`config.mk`:
```
export PLATFORM = sky130hd
export DESIGN_NAME = ex_operand_stage_flat
export DESIGN_NICKNAME = d
export VERILOG_FILES = /design/src/rtl/ex_pkg.sv /design/src/rtl/ex_operand_stage_if.sv /design/src/rtl/fwd_mux.sv /design/src/rtl/ex_operand_stage.sv /design/src/flat_wrapper.sv
export SDC_FILE = /design/constraint.sdc
export NUM_CORES = 1
export LEC_CHECK = 0
export CAP_MARGIN = 20
export CORE_UTILIZATION = 35
export CTS_BUF_LIST = sky130_fd_sc_hd__clkbuf_2 sky130_fd_sc_hd__clkbuf_4 sky130_fd_sc_hd__clkbuf_8
export DETAILED_ROUTE_END_ITERATION = 8
export PLACE_DENSITY = 0.76
export SKIP_LAST_GASP = 1
export SYNTH_ARGS = -nofsm -noshare
export SYNTH_HDL_FRONTEND = slang
export SYNTH_SLANG_ARGS = --single-unit
```
`constraint.sdc`:
```
create_clock -name clk -period 2.1 [get_ports clk]
set_clock_uncertainty 0.05 [all_clocks]
set_input_delay 0.315 -clock clk [delete_from_list [all_inputs] [get_ports clk]]
set_output_delay 0.315 -clock clk [all_outputs]
set_load 0.02 [all_outputs]
```
`src/rtl/ex_pkg.sv`:
```
// Shared ID/EX encodings: operand source selects, ALU select codes and the latched ID/EX record.
package ex_pkg;

    localparam int DATA_W   = 32;
    localparam int REG_AW   = 5;
    localparam int ALU_OP_W = 4;

    localparam logic [1:0] SRC_A_RS1  = 2'd0;
    localparam logic [1:0] SRC_A_PC   = 2'd1;
    localparam logic [1:0] SRC_A_ZERO = 2'd2;

    localparam logic SRC_B_RS2 = 1'b0;
    localparam logic SRC_B_IMM = 1'b1;

    typedef enum logic [ALU_OP_W-1:0] {
        ALU_ADD  = 4'h0,
        ALU_SUB  = 4'h1,
        ALU_AND  = 4'h2,
        ALU_OR   = 4'h3,
        ALU_XOR  = 4'h4,
        ALU_SLL  = 4'h5,
        ALU_SRL  = 4'h6,
        ALU_SRA  = 4'h7,
        ALU_SLT  = 4'h8,
        ALU_SLTU = 4'h9
    } alu_op_e;

    typedef struct packed {
        logic [DATA_W-1:0]   pc;
        logic [DATA_W-1:0]   rs1_data;
        logic [DATA_W-1:0]   rs2_data;
        logic [DATA_W-1:0]   imm;
        logic [REG_AW-1:0]   rs1_addr;
        logic [REG_AW-1:0]   rs2_addr;
        logic [REG_AW-1:0]   rd;
        logic [1:0]          src_a_sel;
        logic                src_b_sel;
        logic [ALU_OP_W-1:0] alu_op;
        logic                reg_write;
        logic                is_load;
    } id_ex_t;

endpackage

```
`src/rtl/ex_operand_stage_if.sv`:
```
// Decode-to-EX instruction offer: decode drives valid and the decoded fields, the stage answers ready.
interface ex_operand_stage_if #(
    parameter int WIDTH   = 32,
    parameter int RADDR_W = 5,
    parameter int OP_W    = 4
);
    logic               id_valid;
    logic               id_ready;
    logic [WIDTH-1:0]   id_pc;
    logic [WIDTH-1:0]   id_rs1_data;
    logic [WIDTH-1:0]   id_rs2_data;
    logic [WIDTH-1:0]   id_imm;
    logic [RADDR_W-1:0] id_rs1_addr;
    logic [RADDR_W-1:0] id_rs2_addr;
    logic [RADDR_W-1:0] id_rd_addr;
    logic               id_use_rs1;
    logic               id_use_rs2;
    logic [1:0]         id_src_a_sel;
    logic               id_src_b_sel;
    logic [OP_W-1:0]    id_alu_op;
    logic               id_reg_write;
    logic               id_is_load;

    modport master (
        output id_valid, id_pc, id_rs1_data, id_rs2_data, id_imm,
               id_rs1_addr, id_rs2_addr, id_rd_addr, id_use_rs1, id_use_rs2,
               id_src_a_sel, id_src_b_sel, id_alu_op, id_reg_write, id_is_load,
        input  id_ready
    );

    modport slave (
        input  id_valid, id_pc, id_rs1_data, id_rs2_data, id_imm,
               id_rs1_addr, id_rs2_addr, id_rd_addr, id_use_rs1, id_use_rs2,
               id_src_a_sel, id_src_b_sel, id_alu_op, id_reg_write, id_is_load,
        output id_ready
    );
endinterface

```
`src/rtl/fwd_mux.sv`:
```
// Forward select for one source operand: x0 -> 0, then MEM, then WB, else register data.
// Latency: combinational. Backpressure: none.
module fwd_mux
    import ex_pkg::*;
#(
    parameter int WIDTH   = DATA_W,
    parameter int RADDR_W = REG_AW
) (
    input  logic [RADDR_W-1:0] src_idx,
    input  logic [WIDTH-1:0]   reg_data,
    input  logic               mem_fwd_valid,
    input  logic [RADDR_W-1:0] mem_fwd_rd,
    input  logic [WIDTH-1:0]   mem_fwd_data,
    input  logic               wb_fwd_valid,
    input  logic [RADDR_W-1:0] wb_fwd_rd,
    input  logic [WIDTH-1:0]   wb_fwd_data,
    output logic [WIDTH-1:0]   fwd_data
);

    always_comb begin
        fwd_data = reg_data;
        if (src_idx == '0) begin
            fwd_data = '0;
        end else if (mem_fwd_valid && (mem_fwd_rd == src_idx)) begin
            fwd_data = mem_fwd_data;
        end else if (wb_fwd_valid && (wb_fwd_rd == src_idx)) begin
            fwd_data = wb_fwd_data;
        end
    end

endmodule

```
`src/rtl/ex_operand_stage.sv`:
```
// ID/EX register with MEM/WB forwarding, load-use bubble and flush; one cycle accept -> ex_valid.
// Backpressure: ex_ready low holds EX and drops id_ready; a load-use hazard or flush also drops id_ready.
module ex_operand_stage
    import ex_pkg::*;
#(
    parameter int WIDTH   = DATA_W,
    parameter int RADDR_W = REG_AW,
    parameter int OP_W    = ALU_OP_W
) (
    input  logic               clk,
    input  logic               rst_n,
    ex_operand_stage_if.slave  id_bus,
    input  logic               flush,
    input  logic               mem_fwd_valid,
    input  logic [RADDR_W-1:0] mem_fwd_rd,
    input  logic [WIDTH-1:0]   mem_fwd_data,
    input  logic               wb_fwd_valid,
    input  logic [RADDR_W-1:0] wb_fwd_rd,
    input  logic [WIDTH-1:0]   wb_fwd_data,
    input  logic               ex_ready,
    output logic               ex_valid,
    output logic [WIDTH-1:0]   alu_i0,
    output logic [WIDTH-1:0]   alu_i1,
    output logic [OP_W-1:0]    alu_s,
    output logic [WIDTH-1:0]   ex_pc,
    output logic [WIDTH-1:0]   ex_store_data,
    output logic [RADDR_W-1:0] ex_rd,
    output logic               ex_reg_write,
    output logic               ex_is_load
);

    id_ex_t           ex_q;
    id_ex_t           id_fields;
    logic             ex_valid_q;
    logic             hazard;
    logic             capture;
    logic [WIDTH-1:0] rs1_fwd;
    logic [WIDTH-1:0] rs2_fwd;

    // A load in EX has no data until WB; a dependent offer waits one cycle.
    assign hazard = ex_valid_q && ex_q.is_load && (ex_q.rd != '0) &&
                    ((id_bus.id_use_rs1 && (id_bus.id_rs1_addr == ex_q.rd)) ||
                     (id_bus.id_use_rs2 && (id_bus.id_rs2_addr == ex_q.rd)));

    assign id_bus.id_ready = (!ex_valid_q || ex_ready) && !hazard && !flush;
    assign capture         = id_bus.id_valid && id_bus.id_ready;

    always_comb begin
        id_fields           = '0;
        id_fields.pc        = id_bus.id_pc;
        id_fields.rs1_data  = id_bus.id_rs1_data;
        id_fields.rs2_data  = id_bus.id_rs2_data;
        id_fields.imm       = id_bus.id_imm;
        id_fields.rs1_addr  = id_bus.id_rs1_addr;
        id_fields.rs2_addr  = id_bus.id_rs2_addr;
        id_fields.rd        = id_bus.id_rd_addr;
        id_fields.src_a_sel = id_bus.id_src_a_sel;
        id_fields.src_b_sel = id_bus.id_src_b_sel;
        id_fields.alu_op    = id_bus.id_alu_op;
        id_fields.reg_write = id_bus.id_reg_write;
        id_fields.is_load   = id_bus.id_is_load;
    end

    always_ff @(posedge clk or negedge rst_n) begin
        if (!rst_n) begin
            ex_q       <= '0;
            ex_valid_q <= 1'b0;
        end else if (flush) begin
            ex_valid_q <= 1'b0;
        end else if (capture) begin
            ex_q       <= id_fields;
            ex_valid_q <= 1'b1;
        end else if (ex_ready || !ex_valid_q) begin
            ex_valid_q <= 1'b0;
        end
    end

    fwd_mux #(.WIDTH(WIDTH), .RADDR_W(RADDR_W)) u_fwd_rs1 (
        .src_idx       (ex_q.rs1_addr),
        .reg_data      (ex_q.rs1_data),
        .mem_fwd_valid (mem_fwd_valid),
        .mem_fwd_rd    (mem_fwd_rd),
        .mem_fwd_data  (mem_fwd_data),
        .wb_fwd_valid  (wb_fwd_valid),
        .wb_fwd_rd     (wb_fwd_rd),
        .wb_fwd_data   (wb_fwd_data),
        .fwd_data      (rs1_fwd)
    );

    fwd_mux #(.WIDTH(WIDTH), .RADDR_W(RADDR_W)) u_fwd_rs2 (
        .src_idx       (ex_q.rs2_addr),
        .reg_data      (ex_q.rs2_data),
        .mem_fwd_valid (mem_fwd_valid),
        .mem_fwd_rd    (mem_fwd_rd),
        .mem_fwd_data  (mem_fwd_data),
        .wb_fwd_valid  (wb_fwd_valid),
        .wb_fwd_rd     (wb_fwd_rd),
        .wb_fwd_data   (wb_fwd_data),
        .fwd_data      (rs2_fwd)
    );

    // The reserved A-select code reads as zero, same as SRC_A_ZERO.
    always_comb begin
        case (ex_q.src_a_sel)
            SRC_A_RS1: alu_i0 = rs1_fwd;
            SRC_A_PC:  alu_i0 = ex_q.pc;
            default:   alu_i0 = '0;
        endcase
    end

    assign alu_i1        = (ex_q.src_b_sel == SRC_B_IMM) ? ex_q.imm : rs2_fwd;
    assign alu_s         = ex_q.alu_op;
    assign ex_valid      = ex_valid_q;
    assign ex_pc         = ex_q.pc;
    assign ex_store_data = rs2_fwd;
    assign ex_rd         = ex_q.rd;
    assign ex_reg_write  = ex_valid_q && ex_q.reg_write;
    assign ex_is_load    = ex_valid_q && ex_q.is_load;

endmodule

```
`src/flat_wrapper.sv`:
```
// flat-port wrapper written by rule: the top's interface ports become plain ports
module ex_operand_stage_flat import ex_pkg::*;
#(
    parameter int WIDTH   = DATA_W,
    parameter int RADDR_W = REG_AW,
    parameter int OP_W    = ALU_OP_W
)
  (clk, rst_n, flush, mem_fwd_valid, mem_fwd_rd, mem_fwd_data, wb_fwd_valid, wb_fwd_rd, wb_fwd_data, ex_ready, ex_valid, alu_i0, alu_i1, alu_s, ex_pc, ex_store_data, ex_rd, ex_reg_write, ex_is_load, id_bus_id_valid, id_bus_id_pc, id_bus_id_rs1_data, id_bus_id_rs2_data, id_bus_id_imm, id_bus_id_rs1_addr, id_bus_id_rs2_addr, id_bus_id_rd_addr, id_bus_id_use_rs1, id_bus_id_use_rs2, id_bus_id_src_a_sel, id_bus_id_src_b_sel, id_bus_id_alu_op, id_bus_id_reg_write, id_bus_id_is_load, id_bus_id_ready);
  ex_operand_stage_if #(.WIDTH(WIDTH), .RADDR_W(RADDR_W), .OP_W(OP_W)) id_bus_i ();
  input  logic clk;
  input  logic rst_n;
  input  logic flush;
  input  logic mem_fwd_valid;
  input  logic [RADDR_W-1:0] mem_fwd_rd;
  input  logic [WIDTH-1:0] mem_fwd_data;
  input  logic wb_fwd_valid;
  input  logic [RADDR_W-1:0] wb_fwd_rd;
  input  logic [WIDTH-1:0] wb_fwd_data;
  input  logic ex_ready;
  output logic ex_valid;
  output logic [WIDTH-1:0] alu_i0;
  output logic [WIDTH-1:0] alu_i1;
  output logic [OP_W-1:0] alu_s;
  output logic [WIDTH-1:0] ex_pc;
  output logic [WIDTH-1:0] ex_store_data;
  output logic [RADDR_W-1:0] ex_rd;
  output logic ex_reg_write;
  output logic ex_is_load;
  input wire logic [$bits(id_bus_i.id_valid)-1:0] id_bus_id_valid;
  input wire logic [$bits(id_bus_i.id_pc)-1:0] id_bus_id_pc;
  input wire logic [$bits(id_bus_i.id_rs1_data)-1:0] id_bus_id_rs1_data;
  input wire logic [$bits(id_bus_i.id_rs2_data)-1:0] id_bus_id_rs2_data;
  input wire logic [$bits(id_bus_i.id_imm)-1:0] id_bus_id_imm;
  input wire logic [$bits(id_bus_i.id_rs1_addr)-1:0] id_bus_id_rs1_addr;
  input wire logic [$bits(id_bus_i.id_rs2_addr)-1:0] id_bus_id_rs2_addr;
  input wire logic [$bits(id_bus_i.id_rd_addr)-1:0] id_bus_id_rd_addr;
  input wire logic [$bits(id_bus_i.id_use_rs1)-1:0] id_bus_id_use_rs1;
  input wire logic [$bits(id_bus_i.id_use_rs2)-1:0] id_bus_id_use_rs2;
  input wire logic [$bits(id_bus_i.id_src_a_sel)-1:0] id_bus_id_src_a_sel;
  input wire logic [$bits(id_bus_i.id_src_b_sel)-1:0] id_bus_id_src_b_sel;
  input wire logic [$bits(id_bus_i.id_alu_op)-1:0] id_bus_id_alu_op;
  input wire logic [$bits(id_bus_i.id_reg_write)-1:0] id_bus_id_reg_write;
  input wire logic [$bits(id_bus_i.id_is_load)-1:0] id_bus_id_is_load;
  output wire logic [$bits(id_bus_i.id_ready)-1:0] id_bus_id_ready;
  assign id_bus_i.id_valid = id_bus_id_valid;
  assign id_bus_i.id_pc = id_bus_id_pc;
  assign id_bus_i.id_rs1_data = id_bus_id_rs1_data;
  assign id_bus_i.id_rs2_data = id_bus_id_rs2_data;
  assign id_bus_i.id_imm = id_bus_id_imm;
  assign id_bus_i.id_rs1_addr = id_bus_id_rs1_addr;
  assign id_bus_i.id_rs2_addr = id_bus_id_rs2_addr;
  assign id_bus_i.id_rd_addr = id_bus_id_rd_addr;
  assign id_bus_i.id_use_rs1 = id_bus_id_use_rs1;
  assign id_bus_i.id_use_rs2 = id_bus_id_use_rs2;
  assign id_bus_i.id_src_a_sel = id_bus_id_src_a_sel;
  assign id_bus_i.id_src_b_sel = id_bus_id_src_b_sel;
  assign id_bus_i.id_alu_op = id_bus_id_alu_op;
  assign id_bus_i.id_reg_write = id_bus_id_reg_write;
  assign id_bus_i.id_is_load = id_bus_id_is_load;
  assign id_bus_id_ready = id_bus_i.id_ready;
  ex_operand_stage #(.WIDTH(WIDTH), .RADDR_W(RADDR_W), .OP_W(OP_W)) u_core (.clk(clk), .rst_n(rst_n), .id_bus(id_bus_i), .flush(flush), .mem_fwd_valid(mem_fwd_valid), .mem_fwd_rd(mem_fwd_rd), .mem_fwd_data(mem_fwd_data), .wb_fwd_valid(wb_fwd_valid), .wb_fwd_rd(wb_fwd_rd), .wb_fwd_data(wb_fwd_data), .ex_ready(ex_ready), .ex_valid(ex_valid), .alu_i0(alu_i0), .alu_i1(alu_i1), .alu_s(alu_s), .ex_pc(ex_pc), .ex_store_data(ex_store_data), .ex_rd(ex_rd), .ex_reg_write(ex_reg_write), .ex_is_load(ex_is_load));
endmodule
```
==> metrics <==
Internal=0.007951 W; Seq pwr share=30.7%; flops & latches, synth=153; worst hold path class=input port to async pin; grt total ovfl=0; CP max FO=9; CTS tree=built; Final Cell Area=16,210 um2; final worst path period need=2.938 ns; Post-DRT Antenna Nets=0; CP Class=flop to output port; via density per instance=5.492; reg2reg path depth=6; DRT iter0 DRCs=624; Core Footprint=25,400 um2; GRT Util Overall=27.60%; r2r setup slk=-0.33 ns; Register Area=3834 um2; global-route wire length before repair=54.45 mm; area post-placement=14,060 um2; Max H-tree Level=4; pin count of the biggest net entering global routing=49; fin cells=1,649; Clk pin slew, worst setup/hold paths=0.10 ns; Combinational Power Share=49.2%; Worst VDD drop=0.0004095 V; CTS buffer count=17; power share of the clock group=20.1%; drt pass-1 iters=8; sequential area share after synthesis=41.91%; status=complete, but fails checks; Reg-to-Reg End=u_core.ex_q[19]; sw frac=36.83%; crit path launch type=flop; syn avg cell area=10.64 um2; Final GP Congestion=0.8656; Die Span Y=163.6 um; Tightest Pin Transition=0.5266 ns; setup_tns=-109.53 ns; pwr dens=776.6 nW/um2; vias in the first global route=9,208; violated checks=setup timing; Netlist cell types=34; final cell utilization of the core=63.81%; Inst Count DP=1,559; share of cells above drive strength 1=44.99%; area of the multi-input gates=5502 um2; Slew Viols, Final=0; final setup margin=-0.8382 ns; Worst-Skew Late Latency=0.46 ns; root buf cell=clkbuf_8; Slew HR=64.90%; syn nets=1,094; via count=9,056; fillers=1,918; final setup fails=249; Worst R2R Start=u_core.ex_rd[3]; crit path DAT=2.57 ns; synthesized area=9136 um2; CTS Sinks=153; Final Hold Viols=0; CP endpoint kind=output port; initial antenna violation count=1; RSZ-0062 raised after global routing=yes; ys flop type=dfrtp_1; NumNets Final=1,540; wire length per cell=25.42 um; synthesis-to-finish area growth=77.40%; die area=26,750 um2; DIE WIDTH=163.6 um; Rows=58; Max Clock Freq=340.3 MHz; Longest Clk Path Bufs=2; EDFF count, synth=0; Final period util=139.9%; critical path data required time=1.74 ns; post-detailed-route DRC marker count=0; starting density of the core=35.97%; DPL Wire Length=25.13 mm; Net Switching=0.004636 W; leakage power=6.897 nW; hold slack=0.3046 ns; max-cap violations=0; Ports=376; asr flop ratio synth=100.0%; synth warn=0; Port Buffers=375; gate count of the mapped netlist=859; Total Wirelength=41.92 mm
## power by group through the flow
stage,registers [W],logic (W),clock network [W]
floorplan,0.00375,0.00297,0
global placement,0.00384,0.00536,0
detailed placement,0.00386,0.00542,0
CTS,0.00382,0.00550,0.00258
global route,0.00391,0.00648,0.00269
finish,0.00386,0.00619,0.00253
## through the flow
step,power [W],worst slack (ns)
global route,0.01308,-0.9638
floorplan,0.006721,-0.09342
global placement,0.009196,-0.9995
CTS,0.01189,-0.7553
detailed placement,0.009282,-1.019
finish,0.01259,-0.8382
## sequential cells by signal (all words and copies together), names as in the netlist
register         cells
u_core.alu_s         4
u_core.ex_pc        32
u_core.ex_rd         5
u_core.ex_q        111
u_core.ex_valid      1
## critical path, cell delays in order (launching register included)
cell and delay [ns]:
dfrtp_1 0.40, buf_4 0.14, xor2_1 0.13, nor4_1 0.32, and3_1 0.30, buf_6 0.14, nand2_8 0.09, buf_12 0.18
o221ai_2 0.19, buf_2 0.20
## how the worst max path moves through the flow
stage | startpoint | endpoint | slack [ns] | cells past startpoint
after floorplan | u_core.ex_rd[0] | u_core.ex_pc[19] | -0.09 | 7
after global placement | wb_fwd_rd[3] | alu_i0[14] | -1.0 | 8
after detailed placement | mem_fwd_rd[3] | ex_store_data[6] | -1.02 | 8
after CTS | u_core.ex_q[16] | alu_i1[6] | -0.76 | 7
after global routing | u_core.ex_q[19] | alu_i0[14] | -0.96 | 9
final | u_core.ex_q[20] | alu_i0[0] | -0.84 | 9
## synthesized netlist by cell type, types with 2 or more instances
library cell  number  share of area [%]
nand2_1           67                2.8
o221ai_1          32                3.1
nand2b_1           2               0.14
xor2_1            20                1.9
buf_4             48                3.9
inv_1             33                1.4
nor4_1             4               0.27
buf_2              3               0.16
nor3_1             2               0.11
and2_1             3               0.21
and3_1            34                2.3
mux2i_1           32                3.5
xnor2_1           10               0.96
a21oi_1            2               0.11
o21ai_0          129                7.1
mux2_4            80                 13
nand3_1           33                1.8
dfrtp_1          153                 42
clkbuf_1          45                1.8
nor2_1            34                1.4
buf_12             9                2.0
mux2_2            72                8.9
## cells in the final DEF (no fill, tap or decap), drive strengths merged
cell / n
dfrtp: 153
nand2b: 2
nor4: 5
nor3: 2
clkinvlp: 4
clkdlybuf4s15: 12
mux2i: 32
diode: 1
o2111a: 1
bufinv: 3
nand4: 1
mux2: 152
nand3: 33
o221ai: 32
a211oi: 1
inv: 36
dlygate4sd3: 1
nor2b: 1
and3: 34
xnor2: 10
clkdlybuf4s50: 277
buf: 221
or4: 1
and4: 1
and2: 4
xor2: 20
a21oi: 2
nor2: 34
o211a: 1
a32oi: 1
clkbuf: 42
clkinv: 2
o21ai: 130
nand2: 67
## layout make-up
| class | instances | area share, % |
|---|---|---|
| clock buffers | 20 | 1.621 |
| clock inverters | 12 | 1.011 |
| multi-input cells | 567 | 33.94 |
| flip-flops and latches | 153 | 23.65 |
| inverters | 33 | 0.7642 |
| diodes | 1 | 0.01544 |
| repair buffers | 533 | 36.44 |
| well taps | 330 | 2.547 |
## layer usage
metal / global-route usage (%) / share of wire, %
met2: 48.71 / 50
met4: 13.51 / 4.0
met3: 6.221 / 7.7
met1: 31.22 / 38
met5: 0 / 0
## cells by family (layout without fill, tap and decap cells)
logic type / Yosys count / count (layout) / share of synthesized area (%)
compound gates: 168 / 168 / 10.75
other cells: 0 / 1 / 0
mux: 184 / 184 / 25.53
buf+inv: 139 / 598 / 9.408
flops: 153 / 153 / 41.91
xor+xnor: 30 / 30 / 2.876
simple gates: 185 / 185 / 9.532
## repair_timing
item	4_1_cts	5_1_grt
pin swaps	10	33
endpoints found under the hold margin	35	0
cloned	10	22
setup endpoints to repair	249	251
hold buffers	1	0
resized for setup	401	313
setup buffers	10	15
(Power assumes the default switching activity.)
